[config.mk]
export PLATFORM = sky130hd
export DESIGN_NAME = stack_arbiter
export DESIGN_NICKNAME = d
export VERILOG_FILES = /design/src/rtl/stack_arb_pkg.sv /design/src/rtl/stack_rr_picker.sv /design/src/rtl/stack_arbiter.sv
export SDC_FILE = /design/constraint.sdc
export NUM_CORES = 1
export LEC_CHECK = 0
export ABC_AREA = 1
export BUFFER_PORTS_ARGS = -buffer_cell sky130_fd_sc_hd__clkbuf_2
export CORE_AREA = 5 5 63 65
export DETAILED_ROUTE_END_ITERATION = 12
export DIE_AREA = 0 0 68 70
export PLACE_DENSITY_LB_ADDON = 0.1
export SETUP_SLACK_MARGIN = 0.3
export SLEW_MARGIN = 25
export SYNTH_ARGS = -nofsm -noshare
export SYNTH_HDL_FRONTEND = slang
export SYNTH_HIERARCHICAL = 1
export SYNTH_SLANG_ARGS = --single-unit
export TNS_END_PERCENT = 100
[constraint.sdc]
create_clock -name clk -period 8.8 [get_ports clk]
set_input_delay 1.76 -clock clk [delete_from_list [all_inputs] [get_ports clk]]
set_output_delay 1.76 -clock clk [all_outputs]
set_load 0.02 [all_outputs]
[src/rtl/stack_arb_pkg.sv]
// stack_arb_pkg: shared state and opcode definitions for the stack arbiter
package stack_arb_pkg;
    typedef enum logic {ST_IDLE, ST_LOCKED} arb_state_t;
    localparam logic OP_PUSH = 1'b0;
    localparam logic OP_POP  = 1'b1;
endpackage

[src/rtl/stack_rr_picker.sv]
// stack_rr_picker: combinational round-robin pick of the first eligible client at or after start
module stack_rr_picker #(
    parameter int N = 4,
    localparam int W = N > 1 ? $clog2(N) : 1
) (
    input  logic [N-1:0] elig,
    input  logic [W-1:0] start,
    output logic [N-1:0] gnt,
    output logic [W-1:0] idx
);
    always_comb begin
        gnt = '0;
        idx = '0;
        for (int i = N - 1; i >= 0; i--) begin
            if (elig[(int'(start) + i) % N]) begin
                gnt = '0;
                gnt[(int'(start) + i) % N] = 1'b1;
                idx = W'((int'(start) + i) % N);
            end
        end
    end
endmodule

[src/rtl/stack_arbiter.sv]
// stack_arbiter: round-robin sharing of one LIFO between clients, with lockable atomic sequences
module stack_arbiter
    import stack_arb_pkg::*;
#(
    parameter int NCLI    = 4,
    parameter int DATA_W  = 4,
    parameter int LOCK_TO = 16
) (
    input  logic                     clk,
    input  logic                     rstn,
    input  logic [NCLI-1:0]          i_req,
    input  logic [NCLI-1:0]          i_op,
    input  logic [NCLI-1:0]          i_lock,
    input  logic [NCLI*DATA_W-1:0]   i_wdata,
    output logic [NCLI-1:0]          o_gnt,
    output logic [NCLI-1:0]          o_rsp_valid,
    output logic [DATA_W-1:0]        o_rsp_data,
    output logic                     o_locked,
    output logic                     o_stk_push,
    output logic                     o_stk_pop,
    output logic [DATA_W-1:0]        o_stk_data,
    input  logic [DATA_W-1:0]        i_stk_data,
    input  logic                     i_stk_full,
    input  logic                     i_stk_empty
);
    localparam int PW = $clog2(NCLI);
    localparam int CW = LOCK_TO > 0 ? $clog2(LOCK_TO + 1) : 1;

    arb_state_t      state;
    logic [PW-1:0]   rr, owner, w, w_nxt, own_nxt;
    logic [CW-1:0]   cnt;
    logic [NCLI-1:0] elig, pgnt;
    logic            any;

    always_comb begin
        elig = i_req & ((i_op & {NCLI{!i_stk_empty}}) | (~i_op & {NCLI{!i_stk_full}}));
        elig = state == ST_LOCKED ? elig & (NCLI'(1) << owner) : elig;
    end

    stack_rr_picker #(.N(NCLI)) u_pick (
        .elig  (elig),
        .start (state == ST_LOCKED ? owner : rr),
        .gnt   (pgnt),
        .idx   (w)
    );

    assign o_gnt      = rstn ? pgnt : '0;
    assign any        = |o_gnt;
    assign o_stk_push = any && i_op[w] == OP_PUSH;
    assign o_stk_pop  = any && i_op[w] == OP_POP;
    assign o_stk_data = any ? i_wdata[w*DATA_W +: DATA_W] : '0;
    assign o_locked   = state == ST_LOCKED;
    assign w_nxt      = w == PW'(NCLI - 1) ? '0 : w + 1'b1;
    assign own_nxt    = owner == PW'(NCLI - 1) ? '0 : owner + 1'b1;

    always_ff @(posedge clk) begin
        if (!rstn) begin
            state       <= ST_IDLE;
            rr          <= '0;
            owner       <= '0;
            cnt         <= '0;
            o_rsp_valid <= '0;
            o_rsp_data  <= '0;
        end else begin
            o_rsp_valid <= o_stk_pop ? o_gnt : '0;
            if (o_stk_pop)
                o_rsp_data <= i_stk_data;
            if (state == ST_IDLE) begin
                if (any) begin
                    rr <= w_nxt;
                    if (i_lock[w]) begin
                        state <= ST_LOCKED;
                        owner <= w;
                        cnt   <= '0;
                    end
                end
            end else if (any) begin
                cnt <= '0;
                if (!i_lock[w]) begin
                    state <= ST_IDLE;
                    rr    <= own_nxt;
                end
            end else if (LOCK_TO != 0) begin
                // release happens as the count reaches LOCK_TO, so it never exceeds it
                cnt <= cnt + 1'b1;
                if (cnt == CW'(LOCK_TO - 1)) begin
                    state <= ST_IDLE;
                    rr    <= own_nxt;
                end
            end
        end
    end
endmodule

== Word level (Yosys, flattened, before mapping) ==
Index checks and enable logic that the tools add are counted.

* Register bits: 18
* Input port bits: 36
* Output and inout bits: 19
* Logic and storage cells: 108

* Add/sub/neg operators: 6
* $lt $le $gt $ge: 9
* Eq/ne operators: 4
* Shift operators: 2
* Muxes and demuxes: 51
* Bitwise operators: 11
* Reduce and logical (&&, ||, !) cells: 19

{| class="wikitable"
|+ Operator list
! kind !! number
|-
| 2-to-1 mux 4 bit || 7
|-
| 2-to-1 mux 2 bit || 12
|-
| 2-to-1 mux 5 bit || 4
|-
| 2-to-1 mux 1 bit || 18
|-
| bitwise AND 4 bit || 4
|-
| variable part select 16 x 5 -> 4 bit || 1
|-
| binary-select mux 1 bit (select 2 bit) || 6
|-
| less-than comparator 3 x 4 -> 1 bit, second input constant || 3
|-
| greater-or-equal comparator 3 x 1 -> 1 bit, second input constant || 3
|-
| demux 1 bit (select 2 bit) || 4
|-
| adder 2 x 1 -> 2 bit, second input constant || 3
|-
| logical AND 1 bit || 6
|-
| less-than comparator 2 x 3 -> 1 bit, second input constant || 2
|-
| AND reduction 3 bit || 2
|-
| nonzero test 2 bit || 3
|-
| OR reduction 2 bit || 3
|-
| adder 5 x 1 -> 5 bit, second input constant || 1
|-
| equality test 5 x 4 -> 1 bit, second input constant || 1
|-
| adder 2 bit, second input constant || 2
|-
| equality test 2 bit, second input constant || 2
|-
| NOT 4 bit || 1
|-
| bitwise OR 4 bit || 1
|-
| AND reduction 2 bit || 2
|-
| OR reduction 4 bit || 1
|-
| other kinds (6) || 10
|}

== Depth between registers and ports, before layout ==
* Depth after elaboration: 18
* Mapped depth: 24
* Mapped depth without buffers: 24

== Modules after synthesis ==
Netlist, hierarchy kept.

{| class="wikitable"
|+ By module, submodules not included
! module !! times used !! cells an instance !! area an instance (um2)
|-
| stack_arbiter || 1 || 188 || 1,244.9
|-
| stack_rr_picker || 1 || 83 || 467.9
|}

== Worst setup path before layout ==
OpenSTA, ideal clock, no wires.

* Path kind: input to output
* From: in i_stk_full
* To: out o_stk_data[0]
* Data arrival time: 3,755 ps
* Required time: 7,040 ps
* Path slack: 3,285 ps
* Stages: 14
* Cells stage by stage: inv_1 > nor2_1 > a211oi_1 > nand2_1 > o21ai_1 > nand2_1 > nand2_2 > a21oi_1 > o21ai_1 > buf_4 > nor2_1 > nor2_1 > o21ai_0 > a21oi_1

* Elaborated cells between the ends (all ways): 29
* Classes of those cells: shift: 1; mux: 22; bitwise: 4; reduce/logical: 2

{| class="wikitable"
|+ RTL lines
! item !! line !! RTL
|-
| start, declared || stack_arbiter.sv:23 || <nowiki>input logic i_stk_full,</nowiki>
|-
| logical NOT 1 bit * || stack_arbiter.sv:36 || <nowiki>elig = i_req & ((i_op & {NCLI{!i_stk_empty}}) | (~i_op & {NCLI{!i_stk_full}}));</nowiki>
|-
| bitwise AND 4 bit * || stack_arbiter.sv:36 ||
|-
| bitwise OR 4 bit * || stack_arbiter.sv:36 ||
|-
| bitwise AND 4 bit * || stack_arbiter.sv:36 ||
|-
| bitwise AND 4 bit || stack_arbiter.sv:37 || <nowiki>elig = state == ST_LOCKED ? elig & (NCLI'(1) << owner) : elig;</nowiki>
|-
| 2-to-1 mux 4 bit * || stack_arbiter.sv:37 ||
|-
| net elig[3] || stack_arbiter.sv:32 || <nowiki>logic [NCLI-1:0] elig, pgnt;</nowiki>
|-
| binary-select mux 1 bit (select 2 bit) || stack_rr_picker.sv:15 || <nowiki>if (elig[(int'(start) + i) % N]) begin</nowiki>
|-
| 2-to-1 mux 1 bit (not written as such) (2 in a row) || stack_rr_picker.sv:15 ||
|-
| 2-to-1 mux 2 bit (3 in a row) || stack_rr_picker.sv:15 ||
|-
| 2-to-1 mux 2 bit * || stack_rr_picker.sv:15 ||
|-
| net w[0] || stack_arbiter.sv:30 || <nowiki>logic [PW-1:0] rr, owner, w, w_nxt, own_nxt;</nowiki>
|-
| variable part select 16 x 5 -> 4 bit * || stack_arbiter.sv:51 || <nowiki>assign o_stk_data = any ? i_wdata[w*DATA_W +: DATA_W] : '0;</nowiki>
|-
| 2-to-1 mux 4 bit * || stack_arbiter.sv:51 ||
|-
| end, declared || stack_arbiter.sv:21 || <nowiki>output logic [DATA_W-1:0] o_stk_data,</nowiki>
|}

The timed path passes the listed nets; every way through them passes the cells marked *. The select of a mux whose other input is x is not followed.

== Worst setup path in the final report ==
* From: reg state (netlist: o_locked)
* To: out o_stk_pop

* Elaborated cells between the ends (all ways): 55
* Classes of those cells: add/sub: 3; order compare: 8; mux: 32; bitwise: 3; reduce/logical: 9

{| class="wikitable"
|+ RTL lines
! item !! line !! RTL
|-
| start, declared || stack_arbiter.sv:29 || <nowiki>arb_state_t state;</nowiki>
|-
| start signal, assigned || stack_arbiter.sv:58 || <nowiki>state <= ST_IDLE;</nowiki>
|-
| start signal, assigned || stack_arbiter.sv:72 || <nowiki>state <= ST_LOCKED;</nowiki>
|-
| start signal, assigned || stack_arbiter.sv:80 || <nowiki>state <= ST_IDLE;</nowiki>
|-
| 2-to-1 mux 2 bit || stack_arbiter.sv:42 || <nowiki>.start (state == ST_LOCKED ? owner : rr),</nowiki>
|-
| adder 2 bit || stack_rr_picker.sv:15, stack_rr_picker.sv:18 ||
|-
| binary-select mux 1 bit (select 2 bit) || stack_rr_picker.sv:15 ||
|-
| 2-to-1 mux 1 bit (not written as such) (2 in a row) || stack_rr_picker.sv:15 ||
|-
| 2-to-1 mux 2 bit (3 in a row) || stack_rr_picker.sv:15 ||
|-
| 2-to-1 mux 2 bit * || stack_rr_picker.sv:15 ||
|-
| net w[0] || stack_arbiter.sv:30 ||
|-
| binary-select mux 1 bit (select 2 bit) * || stack_arbiter.sv:50 || <nowiki>assign o_stk_pop = any && i_op[w] == OP_POP;</nowiki>
|-
| 2-to-1 mux 1 bit (not written as such) * || stack_arbiter.sv:50 ||
|-
| logical AND 1 bit * || stack_arbiter.sv:50 ||
|-
| end, declared || stack_arbiter.sv:20 || <nowiki>output logic o_stk_pop,</nowiki>
|}

Marked as above.

==> flow_results.org <==
** Worst setup path
- Data on the critical path is required at its endpoint by 7.04 ns.
- STA classifies the critical path endpoint as an output pin.
- Launching element type of the critical path :: register
- For the worst setup path, the data arrival time is 4.43 ns.
- CP Class :: register to output pin
- In this run the worst path has a maximum fanout of 18.

** STA
- Final clock skew :: 0.00760 ns
- For the pin with the worst max-slew slack, the measured transition is 0.893 ns.
- The clock period could shrink to 6.19 ns.
- Final setup fails :: 0
- Slew Limit Headroom :: 39.9%
- Setup repair after global routing left no endpoint under its margin.
- The count of final max-slew check failures came to 0.
- Fmax :: 0.161 GHz
- For the final routed database, the setup TNS stands at 0 ns.
- Dividing the final minimum period by the clock period gives 70.4%.
- The number of hold-slack violations in the final timing report is 0.

** Floorplan
- For this configuration, the core starts out at a cell density of 52.2%.
- DIE HEIGHT :: 70 um
- The initialized floorplan defines 21 standard-cell rows.
- In this run the standard cell core region covers 3280 um^2.
- In this run the count of I/O pins placed on the die edge is 55.
- In this run the horizontal extent of the chip is 68 um.
- The floorplan step defined a die boundary enclosing 4760 um^2.

** Logic synthesis
- Sequential cell area fraction in the yosys report :: 21.0%
- Sorting the synthesized cells by area gives the leading types as sky130_fd_sc_hd__dfxtp_1, sky130_fd_sc_hd__nor2_1, sky130_fd_sc_hd__ha_1.
- Counting flops and latches in the post-synthesis netlist gives 18.
- A synthesized cell averages 6.32 um^2.
- For this run, the number of Yosys warnings is 6.
- Post-Synthesis Cells :: 271
- Yosys cell types :: 27
- Top-area cell type share of the netlist area :: 21.0%
- Syn_nets :: 322
- In this run the cell area of the synthesized design comes to 1710 um^2.
- The synthesized design spends more area on one cell type than any other, namely sky130_fd_sc_hd__dfxtp_1.

** Drt
- Violation count after the first detailed-route iteration :: 156
- In the final routed layout, each cell accounts on average for 10.8 um.
- After detailed routing, the number of remaining DRC violations is 0.
- Routed via count :: 1810
- The count of nets left with antenna violations once routing finished came out at 0.
- Routed Wire Length :: 4020 um
- Detailed-router iteration count before antenna repair :: 4
- Via count normalized by instance count :: 4.87

** Final layout
- The net count of the finished layout is 378.
- Fraction of final layout cells with drive strength greater than 1 :: 27.9%
- Growth of design area from synthesis to finish :: 20.3%
- The repair_antennas step left the layout with diodes totalling 0.

** Clock network
- Setup fix buffers added after clock tree synthesis :: 0
- Buffers inserted to repair hold after CTS numbered 0.
- CTS built an H-tree with a depth of 1.
- Post-CTS sizing :: 0
- Clk Latency, worst-skew pair :: 0.29 ns
- The longest clock path from root to sink contains 2 buffers.
- Counting every sink on the clock net gives 18.
- TritonCTS built the clock tree.
- CTS buffer count :: 3
- After clock tree synthesis, the clock-pin slew on the worst setup and hold paths is 0.10 ns.
- Root Driver :: sky130_fd_sc_hd__clkbuf_4

** Global route
- Entering global routing, the biggest net connects 19 pins.
- Overflow left after global routing :: 0
- The number of global-route vias before repair is 1659.
- Across every metal layer, demand over resource in global routing totals 17.5%.
- The first global-routing pass estimated 6890 um of wire.
- Antenna violations before repair :: 0

** Placement
- Once detailed placement completed, the half-perimeter wirelength came to 3250 um.
- Number of port buffers :: 54
- At the end of routability-driven placement, the weighted congestion stood at 0.852.

** Min path
- Hold Path Class :: register to register

** Status
- Result of the run :: finished, final reports clean

** Run
- Total of max-cap violations :: 0
[cell families (layout without fill, tap and decap cells)]
family,after synthesis,after routing,share of synthesized area (%)
AND/OR/NAND/NOR,150,150,43.2
AO/OA/AOI/OAI,43,43,13.2
buffers and inverters,43,98,10.4
flip-flops,18,18,21.0
adder cells (fa/ha/maj),15,15,11.0
XOR/XNOR,1,1,0.511
multiplexers,1,1,0.584
[registers in the layout, summed over array words and instances (netlist names)]
| signal | flops |
|---|---|
| o_rsp_valid | 4 |
| owner | 2 |
| o_rsp_data | 4 |
| rr | 2 |
| o_locked | 1 |
| cnt | 5 |
[synth_stat cells]
master                     instances
sky130_fd_sc_hd__nor2_1           58
sky130_fd_sc_hd__dfxtp_1          18
sky130_fd_sc_hd__ha_1             15
sky130_fd_sc_hd__buf_2             1
sky130_fd_sc_hd__xor2_1            1
sky130_fd_sc_hd__mux2i_1           1
sky130_fd_sc_hd__or2_1             3
sky130_fd_sc_hd__inv_1            31
sky130_fd_sc_hd__o221ai_1          1
sky130_fd_sc_hd__buf_4             1
sky130_fd_sc_hd__o21ai_1           8
sky130_fd_sc_hd__nor2_4            2
sky130_fd_sc_hd__clkbuf_1          1
sky130_fd_sc_hd__nand2_1          44
sky130_fd_sc_hd__nand3_1          19
sky130_fd_sc_hd__nand3_2           5
sky130_fd_sc_hd__nand4_1           2
sky130_fd_sc_hd__or2_0             1
sky130_fd_sc_hd__a21oi_1          17
sky130_fd_sc_hd__nand2_4           5
sky130_fd_sc_hd__inv_2             6
sky130_fd_sc_hd__inv_4             2
sky130_fd_sc_hd__o21ai_0          14
sky130_fd_sc_hd__nor2_8            2
sky130_fd_sc_hd__a211oi_1          3
sky130_fd_sc_hd__buf_6             1
sky130_fd_sc_hd__nand2_2           9
[routing by layer]
layer / track usage (%) / vias to the layer above / wire, um
met1: 22.4 / 807 / 1820
met3: 1.60 / 2 / 134
li1: - / 971 / -
met5: 0 / - / 0
met2: 31.4 / 30 / 2040
met4: 2.65 / 0 / 13
[area by class of cell]
type / instances / area (um^2)
Tap cell: 46 / 57.6
Sequential cell: 18 / 360
Timing Repair Buffer: 55 / 278
Inverter: 39 / 151
Multi-Input combinational cell: 210 / 1180
Fill cell: 346 / 1220
Clock buffer: 4 / 36.3
[final timing paths]
kind	from	endpoint	slack [ns]	depth (start not counted)
worst min-delay path	cnt[4]	cnt[4]	0.49	2
worst max-delay path	o_locked	o_stk_pop	2.61	17
worst min register to register	cnt[4]	cnt[4]	0.49	2
worst max register to register	o_locked	o_rsp_data[0]	4.56	18
[critical path: stages (launching register included)]
cell and delay (ns):
sky130_fd_sc_hd__dfxtp_1 0.49, sky130_fd_sc_hd__inv_2 0.22, sky130_fd_sc_hd__o21ai_0 0.76, sky130_fd_sc_hd__inv_1 0.33
sky130_fd_sc_hd__ha_1 0.42, sky130_fd_sc_hd__inv_1 0.07, sky130_fd_sc_hd__nand3_2 0.10, sky130_fd_sc_hd__nand2_4 0.08
sky130_fd_sc_hd__inv_2 0.11, sky130_fd_sc_hd__a21oi_1 0.08, sky130_fd_sc_hd__o21ai_2 0.50, sky130_fd_sc_hd__inv_2 0.23
sky130_fd_sc_hd__or2_1 0.26, sky130_fd_sc_hd__nand2_1 0.08, sky130_fd_sc_hd__nand2_2 0.07, sky130_fd_sc_hd__nand2_4 0.13
sky130_fd_sc_hd__inv_4 0.05, sky130_fd_sc_hd__clkbuf_2 0.15
[layout by cell type, fill, tap and decap left out, types with 9 or more instances in the layout]
master	n
sky130_fd_sc_hd__dfxtp_1	18
sky130_fd_sc_hd__ha_1	15
sky130_fd_sc_hd__clkbuf_2	54
sky130_fd_sc_hd__nand2_2	9
sky130_fd_sc_hd__o21ai_0	14
sky130_fd_sc_hd__a21oi_1	17
sky130_fd_sc_hd__inv_1	31
sky130_fd_sc_hd__nor2_1	58
sky130_fd_sc_hd__nand3_1	19
sky130_fd_sc_hd__nand2_1	44
[through the flow]
stage / hold WS [ns] / setup WS [ns] / std cells / util, % / instance area [um^2]
5_1_grt: 0.513 / 2.13 / 372 / 62.7 / 2060
4_1_cts: 0.487 / 2.23 / 372 / 62.6 / 2060
3_3_place_gp: 0.466 / 2.45 / 368 / 61.5 / 2020
3_5_place_dp: 0.473 / 2.37 / 368 / 61.5 / 2020
6_report: 0.486 / 2.61 / 372 / 62.7 / 2060
2_1_floorplan: 0.452 / 3.28 / 271 / - / 1710
Power is not shown: default switching activity piles up to over one toggle a cycle in this logic, so the estimate is an artifact.
